[src/rtl/skin_width_arbiter.sv]
`timescale 1ns/1ps
// skin_width_arbiter
// Round-robin sharing of one subtract/multiply/add width pipeline between the
// Cb and Cr width requesters. Results are unsigned (9,9) fixed point.
module skin_width_arbiter #(
    parameter logic [7:0]  K_L      = 8'd125,
    parameter logic [7:0]  K_H      = 8'd188,
    parameter logic [7:0]  Y_MIN    = 8'd16,
    parameter logic [7:0]  Y_MAX    = 8'd235,
    parameter logic [7:0]  WL_CB    = 8'd23,
    parameter logic [7:0]  WH_CB    = 8'd14,
    parameter logic [7:0]  W_CB     = 8'd47,
    parameter logic [7:0]  WL_CR    = 8'd20,
    parameter logic [7:0]  WH_CR    = 8'd10,
    parameter logic [7:0]  W_CR     = 8'd39,
    parameter logic [17:0] REV_L_CB = 18'h00041,
    parameter logic [17:0] REV_H_CB = 18'h00167,
    parameter logic [17:0] REV_L_CR = 18'h00058,
    parameter logic [17:0] REV_H_CR = 18'h00139
) (
    input  logic        clk,
    input  logic        rst,
    input  logic [7:0]  cb_y_value,
    input  logic        cb_y_value_valid,
    output logic        cb_ready,
    input  logic [7:0]  cr_y_value,
    input  logic        cr_y_value_valid,
    output logic        cr_ready,
    output logic [17:0] width_cb_result,
    output logic        width_cb_result_valid,
    output logic [17:0] width_cr_result,
    output logic        width_cr_result_valid
);

    typedef enum logic [1:0] {
        REG_LOW  = 2'd0,
        REG_MID  = 2'd1,
        REG_HIGH = 2'd2
    } region_t;

    localparam logic TAG_CB = 1'b0;
    localparam logic TAG_CR = 1'b1;

    // Any bit at or above 2^18 means the (9,9) result cannot be represented.
    function automatic logic [17:0] sat_width(input logic [26:0] sum);
        if (sum[26:18] != 9'd0) begin
            return 18'h3FFFF;
        end
        return sum[17:0];
    endfunction

    // a - b, floored at zero.
    function automatic logic [7:0] clamp_sub(input logic [7:0] a, input logic [7:0] b);
        if (a < b) begin
            return 8'd0;
        end
        return a - b;
    endfunction

    logic        grant_cb;
    logic        grant_cr;
    logic        last_d, last_q;

    logic        vld_p0_d, vld_p0_q;
    logic        tag_p0_d, tag_p0_q;
    logic [7:0]  y_p0_d, y_p0_q;

    logic        vld_p1_d, vld_p1_q;
    logic        tag_p1_d, tag_p1_q;
    region_t     region_p1_d, region_p1_q;
    logic [7:0]  diff_p1_d, diff_p1_q;
    logic [17:0] rev_p1_d, rev_p1_q;
    logic [7:0]  off_p1_d, off_p1_q;

    logic        vld_p2_d, vld_p2_q;
    logic        tag_p2_d, tag_p2_q;
    region_t     region_p2_d, region_p2_q;
    logic [25:0] prod_p2_d, prod_p2_q;
    logic [7:0]  off_p2_d, off_p2_q;

    logic [26:0] sum_p2;
    logic [17:0] res_p2;

    logic [17:0] cb_res_d, cb_res_q;
    logic        cb_vld_d, cb_vld_q;
    logic [17:0] cr_res_d, cr_res_q;
    logic        cr_vld_d, cr_vld_q;

    // Arbitration: grant the requester that did not win last; ready is the grant.
    always_comb begin
        grant_cb = 1'b0;
        grant_cr = 1'b0;
        if (!rst) begin
            if (cb_y_value_valid && (!cr_y_value_valid || last_q == TAG_CR)) begin
                grant_cb = 1'b1;
            end else if (cr_y_value_valid) begin
                grant_cr = 1'b1;
            end
        end
        last_d = grant_cb ? TAG_CB : (grant_cr ? TAG_CR : last_q);
    end

    assign cb_ready = grant_cb;
    assign cr_ready = grant_cr;

    // Stage p0: capture the granted luma value and its tag on the accept edge.
    always_comb begin
        vld_p0_d = grant_cb | grant_cr;
        tag_p0_d = grant_cr ? TAG_CR : TAG_CB;
        y_p0_d   = grant_cr ? cr_y_value : cb_y_value;
    end

    // Stage p1: region select, clamped difference and per-tag constants.
    always_comb begin
        vld_p1_d    = vld_p0_q;
        tag_p1_d    = tag_p0_q;
        region_p1_d = REG_MID;
        diff_p1_d   = 8'd0;
        if (y_p0_q <= K_L) begin
            region_p1_d = REG_LOW;
            diff_p1_d   = clamp_sub(y_p0_q, Y_MIN);
        end else if (y_p0_q >= K_H) begin
            region_p1_d = REG_HIGH;
            diff_p1_d   = clamp_sub(Y_MAX, y_p0_q);
        end
        rev_p1_d = 18'd0;
        off_p1_d = (tag_p0_q == TAG_CR) ? W_CR : W_CB;
        if (region_p1_d == REG_LOW) begin
            rev_p1_d = (tag_p0_q == TAG_CR) ? REV_L_CR : REV_L_CB;
            off_p1_d = (tag_p0_q == TAG_CR) ? WL_CR : WL_CB;
        end else if (region_p1_d == REG_HIGH) begin
            rev_p1_d = (tag_p0_q == TAG_CR) ? REV_H_CR : REV_H_CB;
            off_p1_d = (tag_p0_q == TAG_CR) ? WH_CR : WH_CB;
        end
    end

    // Stage p2: the shared 8x18 multiplier.
    always_comb begin
        vld_p2_d    = vld_p1_q;
        tag_p2_d    = tag_p1_q;
        region_p2_d = region_p1_q;
        off_p2_d    = off_p1_q;
        prod_p2_d   = {18'd0, diff_p1_q} * {8'd0, rev_p1_q};
    end

    // Output stage: offset add with saturation, steered to the tag's result port.
    always_comb begin
        sum_p2 = {10'd0, off_p2_q, 9'd0} + {1'b0, prod_p2_q};
        if (region_p2_q == REG_MID) begin
            res_p2 = {1'b0, off_p2_q, 9'd0};
        end else begin
            res_p2 = sat_width(sum_p2);
        end
        cb_vld_d = vld_p2_q && (tag_p2_q == TAG_CB);
        cr_vld_d = vld_p2_q && (tag_p2_q == TAG_CR);
        cb_res_d = cb_vld_d ? res_p2 : cb_res_q;
        cr_res_d = cr_vld_d ? res_p2 : cr_res_q;
    end

    // Control state and result ports: cleared by reset.
    always_ff @(posedge clk) begin
        if (rst) begin
            last_q   <= TAG_CR;
            vld_p0_q <= 1'b0;
            vld_p1_q <= 1'b0;
            vld_p2_q <= 1'b0;
            cb_vld_q <= 1'b0;
            cr_vld_q <= 1'b0;
            cb_res_q <= 18'h0;
            cr_res_q <= 18'h0;
        end else begin
            last_q   <= last_d;
            vld_p0_q <= vld_p0_d;
            vld_p1_q <= vld_p1_d;
            vld_p2_q <= vld_p2_d;
            cb_vld_q <= cb_vld_d;
            cr_vld_q <= cr_vld_d;
            cb_res_q <= cb_res_d;
            cr_res_q <= cr_res_d;
        end
    end

    // Pipeline data: qualified by the stage valids, so no reset needed.
    always_ff @(posedge clk) begin
        tag_p0_q    <= tag_p0_d;
        y_p0_q      <= y_p0_d;
        tag_p1_q    <= tag_p1_d;
        region_p1_q <= region_p1_d;
        diff_p1_q   <= diff_p1_d;
        rev_p1_q    <= rev_p1_d;
        off_p1_q    <= off_p1_d;
        tag_p2_q    <= tag_p2_d;
        region_p2_q <= region_p2_d;
        prod_p2_q   <= prod_p2_d;
        off_p2_q    <= off_p2_d;
    end

    assign width_cb_result       = cb_res_q;
    assign width_cb_result_valid = cb_vld_q;
    assign width_cr_result       = cr_res_q;
    assign width_cr_result_valid = cr_vld_q;

endmodule

[config.mk]
export PLATFORM = sky130hd
export DESIGN_NAME = skin_width_arbiter
export DESIGN_NICKNAME = d
export VERILOG_FILES = /design/src/rtl/skin_width_arbiter.sv
export SDC_FILE = /design/constraint.sdc
export NUM_CORES = 1
export LEC_CHECK = 0
export CAP_MARGIN = 20
export CORE_UTILIZATION = 45
export DETAILED_ROUTE_END_ITERATION = 8
export GPL_TIMING_DRIVEN = 1
export PLACE_DENSITY = 0.68
export SLEW_MARGIN = 20
export SYNTH_ARGS = -nofsm -noshare
export SYNTH_HDL_FRONTEND = slang
export SYNTH_SLANG_ARGS = --single-unit
[constraint.sdc]
create_clock -name clk -period 4.13 [get_ports clk]
set_input_delay 1.239 -clock clk [delete_from_list [all_inputs] [get_ports clk]]
set_output_delay 1.239 -clock clk [all_outputs]
set_load 0.02 [all_outputs]
# Word level (Yosys, flattened, before mapping)
# Index checks and enable logic that the tools add are counted.
# totals
out_inout_bits	40
wordCells	75
reg_bits	125
in_bits	20
# classes
reduce_logical	8
n_eq_ne	2
muxes	36
add_sub_neg	3
bitwise	2
n_mul	1
n_lt_le_gt_ge	4
# op_table
op	count
$mux W8	7
$mux W18	3
$add A17 B26 Y27	1
$mul A8 B18 Y26	1
$mux W9	2
$mux W1	15
$mux W6	2
$reduce_bool A9 Y1	1
$ge A8 B8 Y1 const B	1
$le A8 B7 Y1 const B	1
$lt A8 B5 Y1 const B	1
$lt A8 B8 Y1 const A	1
$sub A8 B5 Y8 const B	1
$sub A8 B8 Y8 const A	1
$mux W7	1
$mux W2	3
$mux W5	1
$mux W4	1
$logic_and A1 B1 Y1	3
$mux W3	1
$eq A2 B1 Y1 const B	1
$eq A2 B2 Y1 const B	1
$logic_not A2 Y1	1
$reduce_bool A2 Y1	1
4 further kinds	4

# Depth between registers and ports, before layout
# Gate-level depths: netlist of the first run.
# logic_depth
ltp_word	7
depth_mapped	17
mapped_depth_nobuf	17

# Worst setup path before layout of the first run
# No wires, ideal clock.
# synth_path
path_kind	register to register
startpoint	register rev_p1_q[3]
endpoint	register prod_p2_q[14]
arrival_time_ns	4.174
synth_period_minus_slack_ns	4.249
setup_time_ns	0.075
path_stages_with_launch	16
n_path_buf	1
path_slack_ns	-0.119
cell_sequence	dfxtp_1 > clkbuf_1 > nand2_1 > fa_1 > inv_1 > fa_1 > fa_1 > inv_1 > fa_1 > inv_1 > ha_1 > and2_1 > a221oi_1 > nand2_1 > a32o_1 > o22ai_1
# synth_between
elab_chain_cells	1
# synth_rtl
item	line	rtl
start, declared	72	logic [17:0] rev_p1_d, rev_p1_q;
start signal, assigned	190	rev_p1_q <= rev_p1_d;
$mul A8 B18 Y26	143	prod_p2_d = {18'd0, diff_p1_q} * {8'd0, rev_p1_q};
named net prod_p2_d[14]	78	logic [25:0] prod_p2_d, prod_p2_q;
end signal, assigned	194	prod_p2_q <= prod_p2_d;
end, declared	78	
# The timed path passes the listed nets, and every way through them passes these cells.
# A chain may end at the register's enable or synchronous reset.

# Final worst setup path of the first run
# layout_path
startpoint	register rev_p1_q[2]
endpoint	register prod_p2_q[15]
# The elaborated chain is that of the path after synthesis.

==> results of run 1 <==
==> power groups by stage <==
| stage | clock, mW | sequential [mW] | combinational (mW) |
|---|---|---|---|
| floorplan | 0 | 1.14 | 0.548 |
| global placement | 0 | 1.16 | 0.779 |
| detailed placement | 0 | 1.16 | 0.796 |
| CTS | 0.876 | 1.14 | 0.828 |
| global route | 0.910 | 1.15 | 1.01 |
| finish | 0.852 | 1.14 | 0.890 |
==> sequential cells by signal (all words and copies together) (netlist names), 6 cells and up <==
signal and flops:
prod_p2_q 18, off_p2_q 6, width_cr_result 18, diff_p1_q 8, width_cb_result 18, rev_p1_q 6, off_p1_q 6, y_p0_q 8
==> routing by layer <==
layer	wire length, µm	track usage	part of all wire	vias to the layer above
li1	-	-	-	2193
met2	6060	0.356	0.52	83
met4	96	0.0500	0.0082	0
met3	280	0.0319	0.024	7
met5	0	0	0	-
met1	5290	0.230	0.45	2057
==> logic make-up (layout without fill, tap and decap cells) <==
group	Yosys count	in the layout	share of synthesized area
AO/OA/AOI/OAI	121	121	0.139
XOR/XNOR	12	12	0.0188
adder cells (fa/ha/maj)	90	90	0.250
buffers and inverters	88	185	0.0594
flip-flops	101	101	0.362
multiplexers	1	1	0.00179
AND/OR/NAND/NOR	202	202	0.169
==> synth_stat cells, drive strengths merged (2+ instances only) <==
cell type and number:
ha 54, o21bai 2, a21o 4, buf 2
a221oi 3, nand2b 4, or3 2, xnor2 10
nor2 48, o31ai 3, o21ai 40, a21oi 25
fa 36, nor2b 8, o22ai 6, a211oi 8
a21boi 2, inv 75, nand2 91, or2 2
dfxtp 101, a41oi 2, xor2 2, nor3b 2
clkbuf 10, o22a 2, and2 39, a32o 3
o21a 11, o31a 2
==> path summary, 6_finish.rpt <==
| check | from | to | cells after the start |
|---|---|---|---|
| min | region_p1_q[1] | region_p2_q[1] | 0 |
| max | rev_p1_q[2] | prod_p2_q[15] | 15 |
| max reg2reg | rev_p1_q[2] | prod_p2_q[15] | 15 |
| min reg2reg | region_p1_q[1] | region_p2_q[1] | 0 |
==> worst max-delay path, cell delays in order, from the launching register on <==
cell and delay (ns):
dfxtp_4 0.39, nand2_4 0.06, fa_1 0.49, fa_1 0.51, inv_1 0.05, fa_1 0.53, inv_1 0.05, fa_1 0.53
inv_1 0.06, ha_4 0.21, o21a_1 0.10, o31a_1 0.14, nor4b_4 0.38, nor2_4 0.08, a221oi_2 0.25, xnor2_1 0.11
==> per-stage QoR <==
step                hold slack (ns)  power (mW)  TNS, ns  area [µm²]  utilization
floorplan                     0.310        1.69        0        5600            -
global placement              0.313        1.93  -0.0947        6550        0.543
detailed placement            0.312        1.95   -0.544        6550        0.543
CTS                           0.326        2.84  -0.0168        6930        0.574
global route                  0.344        3.07   -0.276        7130        0.591
finish                        0.330        2.88        0        7130        0.591
==> cell type report <==
class / instances / area [µm²] / share of cell area
sequential: 101 / 2060 / 0.288
tap: 168 / 210 / 0.0295
multi-input combinational: 426 / 3410 / 0.479
inverter: 76 / 285 / 0.0400
clock inverter: 7 / 82.6 / 0.0116
timing repair buffer: 93 / 853 / 0.120
clock buffer: 9 / 225 / 0.0316
==> timing repair <==
item | CTS | global route
pin swaps | 7 | 36
gates resized for setup | 15 | 41
endpoints found under the setup margin | 6 | 8
setup buffers | 2 | 7
==> out/results.txt, run 1 <==
max-cap violation count: 0
Post-DP HPWL: 9430 µm
die width: 113 µm
Critical Path Sink Type: flop
GRT overflow: 0
Post-synth EDFFs: 0
H-tree level count: 3
I/O Buffers: 59
count of final hold-check violations: 0
Reg clk slew, reported paths: 0.07 ns
CP startpoint kind: flop
Cells after DPL: 856
Mean Syn Cell Area: 9.08 µm²
Sw Pwr: 0.901 mW
Synth area leaders: dfxtp_1 (36%), fa_1 (13%), ha_1 (12%)
Critical Path RT: 4.35 ns
num rows: 40
Layout Nets: 817
flop2flop setup slack: 0.06 ns
pwr dens: 404 nW/µm²
Via density: 4.93
register area share after synthesis: 0.362
FFs w/ async S/R, synth: 0
first-pass GRT wire length: 19,600 µm
status: finished clean
Starting DRT DRC Count: 187
layout cell share with drive strength beyond 1: 0.142
cts hold-fix bufs: 0
root buffer cell: clkbuf_16
clock sink count: 101
CP max FO: 5
Antenna Cells: 0
DRT Pass-1 Iters: 4
Highest Clock Rate: 246 MHz
vias: 4,340
Setup WS post-layout: 0.0581 ns
yosys synthesis warning count: 0
CTS tree: yes
number of synthesized register bits: 101
synth unique cells: 52
RePlAce Congestion: 0.871
RSZ-0062 raised after global routing: true
top cell type's share of synthesized area: 0.362
most common library cell in the layout ignoring fill and taps: dfxtp_1
initial core utilization: 0.463
worst skew pair latency: 0.34 ns
vias in the first global route: 4,326
worst slew pin tran: 0.843 ns
CTS max path bufs: 2
Ports: 60
period utilization: 0.986
Syn Std Cell Area: 5590 µm²
crit path kind: reg2reg
Final min period: 4.07 ns
clock network power share: 0.295
Max VDD drop: 0.000263 V
fill cell count: 1,051
Pint: 1.98 mW
Layout area overhead: 27.6%
Critical Path AT: 4.30 ns
WL per Instance: 13.3 µm
post-synthesis cell count: 615
final WL: 11,700 µm
DP Worst Slack: -0.136 ns
Slew Viols, Final: 0
pin count of the biggest net entering global routing: 20
P_leak: 3.23 nW
die area: 12,900 µm²
Synth area leader: dfxtp_1
Seq pwr share: 0.396
Final ANT Viol Nets: 0
final clock skew: 0.00630 ns
initial antenna violation count: 0
Die Ht: 113 µm
GRT Util Overall: 0.192
final-report setup violation count: 0
Post-synth top flop: dfxtp_1
most frequent cells in the layout: dfxtp_1 (92), nand2_1 (83), inv_1 (68), clkdlybuf4s50_1 (59), ha_1 (48)
Worst slew margin: 0.436
final cell count without fillers: 880
DRC: 0
combinational share of power: 0.309
switching share of power: 0.312
Num CTS Buffers: 9
Core Area: 12,100 µm²
worst hold path class: reg2reg
Synth Net Count: 725
Power figures use the tool's default switching activity.
==> run 2, diff against run 1 <==
--- a/config.mk
+++ b/config.mk
@@ -8,8 +8,10 @@
 export CAP_MARGIN = 20
 export CORE_UTILIZATION = 45
 export DETAILED_ROUTE_END_ITERATION = 8
+export GPL_ROUTABILITY_DRIVEN = 0
 export GPL_TIMING_DRIVEN = 1
 export PLACE_DENSITY = 0.68
+export RECOVER_POWER = 100
 export SLEW_MARGIN = 20
 export SYNTH_ARGS = -nofsm -noshare
 export SYNTH_HDL_FRONTEND = slang
==> out/results.txt, run 2 (same netlist as run 1, synthesis figures left out) <==
status: finished clean
CTS tree: yes
Starting DRT DRC Count: 207 (+11%)
die area: 12,900 µm² (unchanged)
final clock skew: 0.0107 ns (+0.00437 ns)
GRT overflow: 0 (unchanged)
R2R depth: 15 (unchanged)
num rows: 40 (unchanged)
first-pass GRT wire length: 19,900 µm (+1.3%)
Die Ht: 113 µm (unchanged)
flop2flop setup slack: 0.07 ns (about the same)
Critical Path AT: 4.33 ns (+0.03 ns)
Layout Nets: 818 (+0.12%)
dpl cell area: 6570 µm² (+0.34%)
crit path kind: reg2reg
count of final hold-check violations: 0 (unchanged)
worst hold stages: 0 (unchanged)
die width: 113 µm (unchanged)
crit path max-delay cell type: fa_1
Post-DP HPWL: 9330 µm (-1.1%)
cts hold-fix bufs: 0 (unchanged)
P_leak: 3.26 nW (+1.2%)
R2R Path Start: rev_p1_q[3]
vias: 4,343 (+0.069%)
Critical Path RT: 4.40 ns (+0.05 ns)
initial core utilization: 0.463 (unchanged)
Worst R2R End: prod_p2_q[14]
Fin Setup TNS: 0 ns (unchanged)
root buffer cell: clkbuf_16
Ports: 60 (unchanged)
layout cell share with drive strength beyond 1: 0.144 (+0.00261)
worst slew pin tran: 0.863 ns (+0.0197 ns)
I/O Buffers: 59 (unchanged)
CTS max path bufs: 2 (unchanged)
fill cell count: 1,073 (+2.1%)
DRT Pass-1 Iters: 4 (unchanged)
Slew Viols, Final: 0 (unchanged)
pin count of the biggest net entering global routing: 20 (unchanged)
Num CTS Buffers: 9 (unchanged)
Reg area: 2050 µm² (about the same)
pwr dens: 411 nW/µm² (+1.6%)
WL per Instance: 13.5 µm (+1.4%)
Final min period: 4.06 ns (-0.0112 ns)
worst skew pair latency: 0.35 ns (about the same)
Final ANT Viol Nets: 0 (unchanged)
final WL: 11,900 µm (+1.5%)
Critical Path Sink Type: flop
Max VDD drop: 0.000307 V (+17%)
multi-input combinational cell area: 3420 µm² (about the same)
hold path start: off_p1_q[4]
slowest cell delay on critical path: 0.54 ns (about the same)
CP startpoint kind: flop
max-cap violation count: 0 (unchanged)
Antenna Cells: 0 (unchanged)
initial antenna violation count: 0 (unchanged)
Highest Clock Rate: 246 MHz (+0.27%)
DRC: 0 (unchanged)
Reg clk slew, reported paths: 0.07 ns (about the same)
Setup WS post-layout: 0.0693 ns (+0.0112 ns)
H-tree level count: 3 (unchanged)
Worst Hold End: off_p2_q[4]
vias in the first global route: 4,426 (+2.3%)
period utilization: 0.983 (-0.00270)
most frequent cells in the layout: dfxtp_1 (91), nand2_1 (83), inv_1 (68), clkdlybuf4s50_1 (59), ha_1 (47)
most common library cell in the layout ignoring fill and taps: dfxtp_1
post-route cell area: 7160 µm² (+0.49%)
clock sink count: 101 (unchanged)
DP Worst Slack: -0.150 ns (-0.0139 ns)
Worst slew margin: 0.422 (-0.0132)
worst hold path class: reg2reg
GRT Util Overall: 0.197 (+0.00452)
Via density: 4.93 (about the same)
worst path cell trace: nand2_2, fa_1, inv_1, fa_1, fa_1, inv_1, fa_1, inv_1, ha_4, and2_4, o211a_1, a41oi_2, nand2_1, a32o_1, o22ai_1
final-report setup violation count: 0 (unchanged)
Layout area overhead: 28.2%
Most common cell on crit path: fa_1
Core Area: 12,100 µm² (unchanged)
CP max FO: 6 (+1)
RSZ-0062 raised after global routing: true
run 2: changes by cell type in the layout (fill, tap and decap cells not counted), sizes merged:
cell / delta
clkbuf: +3
inv: -2
buf: +1
bufinv: +1
clkinv: -1
clkinvlp: -1
run 2: repair_timing:
action | 4_1_cts | 5_1_grt
setup buffers | 2 | 4
endpoints found under the setup margin | 7 | 9
gates resized for setup | 17 | 39
pin swaps | 11 | 35
run 2: report_power, final:
| group | internal, mW | leakage (nW) | switching (mW) | total [mW] |
|---|---|---|---|---|
| clock | 0.567 | 0.163 | 0.358 | 0.925 |
| sequential | 1.08 | 0.836 | 0.0674 | 1.14 |
| combinational | 0.416 | 2.26 | 0.459 | 0.876 |
| total | 2.06 | 3.26 | 0.884 | 2.94 |
run 2: worst max path at each step:
stage / from / cells after the start / to
after global routing: diff_p1_q[6] / 15 / prod_p2_q[14]
after global placement: rev_p1_q[3] / 14 / prod_p2_q[14]
after floorplan: rev_p1_q[3] / 16 / prod_p2_q[14]
final: rev_p1_q[3] / 15 / prod_p2_q[14]
after CTS: rev_p1_q[2] / 15 / prod_p2_q[15]
after detailed placement: rev_p1_q[3] / 14 / prod_p2_q[14]
run 2: final cells by class:
type	instances	area share
multi-input combinational	426	0.477
clock buffer	12	0.0358
clock inverter	4	0.0108
inverter	76	0.0398
sequential	101	0.287
tap	168	0.0294
timing repair buffer	94	0.120
run 2: metrics by stage:
| step | hold slack, ns | utilization | instances | power (mW) |
|---|---|---|---|---|
| after detailed placement | 0.312 | 0.545 | 859 | 1.95 |
| after global placement | 0.313 | 0.545 | 859 | 1.93 |
| after CTS | 0.324 | 0.579 | 877 | 2.91 |
| after floorplan | 0.310 | - | 615 | 1.69 |
| final | 0.326 | 0.594 | 881 | 2.94 |
| after global routing | 0.332 | 0.594 | 881 | 3.13 |
run 2: per-layer routing:
metal	share of wire	vias to the layer above	GRT usage
li1	-	2199	-
met1	0.45	2029	0.235
met2	0.50	94	0.350
met3	0.031	21	0.0377
met4	0.019	0	0.0737
met5	0	-	0
run 2: critical path, delay by kind of cell (launching register included):
family | cells | cell delay, ns
compound gates | 4 | 0.71
fa+ha+maj | 5 | 2.34
buf+inv | 3 | 0.17
flops | 1 | 0.40
simple gates | 3 | 0.35
==> run 3, diff against run 2 <==
--- a/config.mk
+++ b/config.mk
@@ -10,7 +10,7 @@
 export DETAILED_ROUTE_END_ITERATION = 8
 export GPL_ROUTABILITY_DRIVEN = 0
 export GPL_TIMING_DRIVEN = 1
-export PLACE_DENSITY = 0.68
+export PLACE_DENSITY = 0.66
 export RECOVER_POWER = 100
 export SLEW_MARGIN = 20
 export SYNTH_ARGS = -nofsm -noshare
==> constraint.sdc (replaced) <==
create_clock -name clk -period 4.1 [get_ports clk]
set_input_delay 1.23 -clock clk [delete_from_list [all_inputs] [get_ports clk]]
set_output_delay 1.23 -clock clk [all_outputs]
set_load 0.02 [all_outputs]
==> out/results.txt, run 3 (same netlist as run 1, synthesis figures left out) <==
status: finished clean
P_leak: 3.26 nW (-0.23%)
worst hold path class: reg2reg
Worst slew margin: 0.431 (+0.00836)
worst slew pin tran: 0.851 ns (-0.0125 ns)
vias: 4,448 (+2.4%)
Most common cell on crit path: fa_1
die width: 113 µm (unchanged)
CTS max path bufs: 2 (unchanged)
Setup WS post-layout: 0.0956 ns (+0.0263 ns)
vias in the first global route: 4,437 (+0.25%)
crit path kind: reg2reg
Via density: 5.05 (+2.4%)
crit path max-delay cell type: fa_1
Final ANT Viol Nets: 0 (unchanged)
initial antenna violation count: 0 (unchanged)
Starting DRT DRC Count: 290 (+40%)
CTS tree: yes
total chip power: 2.87 mW (-2.4%)
Critical Path AT: 4.29 ns (-0.04 ns)
Layout area overhead: 27.6%
cts hold-fix bufs: 0 (unchanged)
die area: 12,900 µm² (unchanged)
RSZ-0062 raised after global routing: true
max-cap violation count: 0 (unchanged)
worst skew pair latency: 0.35 ns (about the same)
WL per Instance: 13.4 µm (-0.52%)
most frequent cells in the layout: dfxtp_1 (92), nand2_1 (83), inv_1 (68), clkdlybuf4s50_1 (59), ha_1 (48)
GRT Util Overall: 0.200 (+0.00390)
final WL: 11,800 µm (-0.52%)
Core Area: 12,100 µm² (unchanged)
Final min period: 4.00 ns (-0.0563 ns)
Num CTS Buffers: 9 (unchanged)
root buffer cell: clkbuf_16
CP max FO: 5 (-1)
DP Worst Slack: -0.205 ns (-0.0553 ns)
CP startpoint kind: flop
Highest Clock Rate: 250 MHz (+1.4%)
H-tree level count: 3 (unchanged)
final-report setup violation count: 0 (unchanged)
Max VDD drop: 0.000312 V (+1.5%)
pwr dens: 403 nW/µm² (-1.9%)
Critical Path RT: 4.38 ns (-0.02 ns)
pin count of the biggest net entering global routing: 21 (+5.0%)
Post-DP HPWL: 9500 µm (+1.8%)
worst path cell trace: nand2_4, buf_4, fa_1, inv_2, fa_2, fa_1, inv_1, fa_1, inv_2, ha_4, o21a_1, o21a_1, nor2_4, nor2_4, a221oi_2, xnor2_1
dpl cell area: 6620 µm² (+0.69%)
Critical Path Sink Type: flop
clock sink count: 101 (unchanged)
DRC: 0 (unchanged)
Die Ht: 113 µm (unchanged)
Top Family by Delay on Critical Path: adder cells
layout cell share with drive strength beyond 1: 0.147 (+0.00281)
Ports: 60 (unchanged)
initial core utilization: 0.463 (unchanged)
period utilization: 0.977 (-0.00653)
slowest cell delay on critical path: 0.54 ns (about the same)
count of final hold-check violations: 0 (unchanged)
Reg clk slew, reported paths: 0.07 ns (about the same)
Buf+Inv Stages, Crit Path: 4 (+1)
GRT overflow: 0 (unchanged)
num rows: 40 (unchanged)
Fin Setup TNS: 0 ns (unchanged)
Antenna Cells: 0 (unchanged)
Layout Nets: 818 (unchanged)
Slew Viols, Final: 0 (unchanged)
DRT Pass-1 Iters: 5 (+1)
most common library cell in the layout ignoring fill and taps: dfxtp_1
post-route cell area: 7120 µm² (-0.52%)
final clock skew: 0.00793 ns (-0.00273 ns)
I/O Buffers: 59 (unchanged)
first-pass GRT wire length: 20,300 µm (+2.2%)
==> run 3: cell types whose count changed in the layout (fill, tap and decap cells not counted), moves of 2 or more <==
cell       previous run  this run
bufinv_16             2         0
inv_6                 1         3
fa_2                  2         6
fa_1                 34        30
nand2_4               2         4
nand2_2               6         4
==> run 3: per-layer routing <==
metal	part of all wire	track usage	vias up
met5	0	0	-
met4	0.014	0.0518	0
met3	0.047	0.0388	21
met2	0.52	0.368	128
met1	0.42	0.240	2097
li1	-	-	2202
==> run 3: per-stage QoR <==
step                      hold WS [ns]  utilization  std cells
after floorplan                  0.310            -        615
after global placement           0.311        0.549        861
after detailed placement         0.312        0.549        861
after CTS                        0.327        0.579        878
after global routing             0.334        0.591        881
final                            0.324        0.591        881
==> run 3: path summary, 6_finish.rpt <==
check                       from  depth (start not counted)             end  slack [ns]
hold / removal    region_p1_q[1]                          0  region_p2_q[1]        0.32
hold reg to reg   region_p1_q[1]                          0  region_p2_q[1]        0.32
setup / recovery     rev_p1_q[2]                         16   prod_p2_q[15]         0.1
setup reg to reg     rev_p1_q[2]                         16   prod_p2_q[15]         0.1
==> run 3: cell type report <==
| type | instances | area, µm² |
|---|---|---|
| well taps | 168 | 210 |
| multi-input cells | 426 | 3420 |
| clock buffers | 10 | 239 |
| inverters | 76 | 285 |
| clock inverters | 6 | 50.0 |
| flip-flops and latches | 101 | 2050 |
| repair buffers | 94 | 865 |
| fillers | 1041 | 4940 |
==> run 3: power by group <==
part	total (mW)	switching [mW]	internal, mW
combinational	0.905	0.463	0.442
sequential	1.15	0.0697	1.08
clock	0.814	0.377	0.438
==> run 3: repair_timing <==
| item | 4_1_cts | 5_1_grt |
|---|---|---|
| buffers inserted | 1 | 3 |
| hold endpoints to repair | 0 | 0 |
| gates resized for setup | 22 | 35 |
| pin swaps | 17 | 45 |
| setup endpoints to repair | 9 | 9 |
==> run 3: worst reg2reg max path, stage by stage (launching register included) <==
cell and delay, ns:
dfxtp_4 0.42, nand2_4 0.07, buf_4 0.13, fa_1 0.54, inv_2 0.04, fa_2 0.43, fa_1 0.51, inv_1 0.05
fa_1 0.49, inv_2 0.05, ha_4 0.21, o21a_1 0.18, o21a_1 0.21, nor2_4 0.14, nor2_4 0.05, a221oi_2 0.26
xnor2_1 0.14
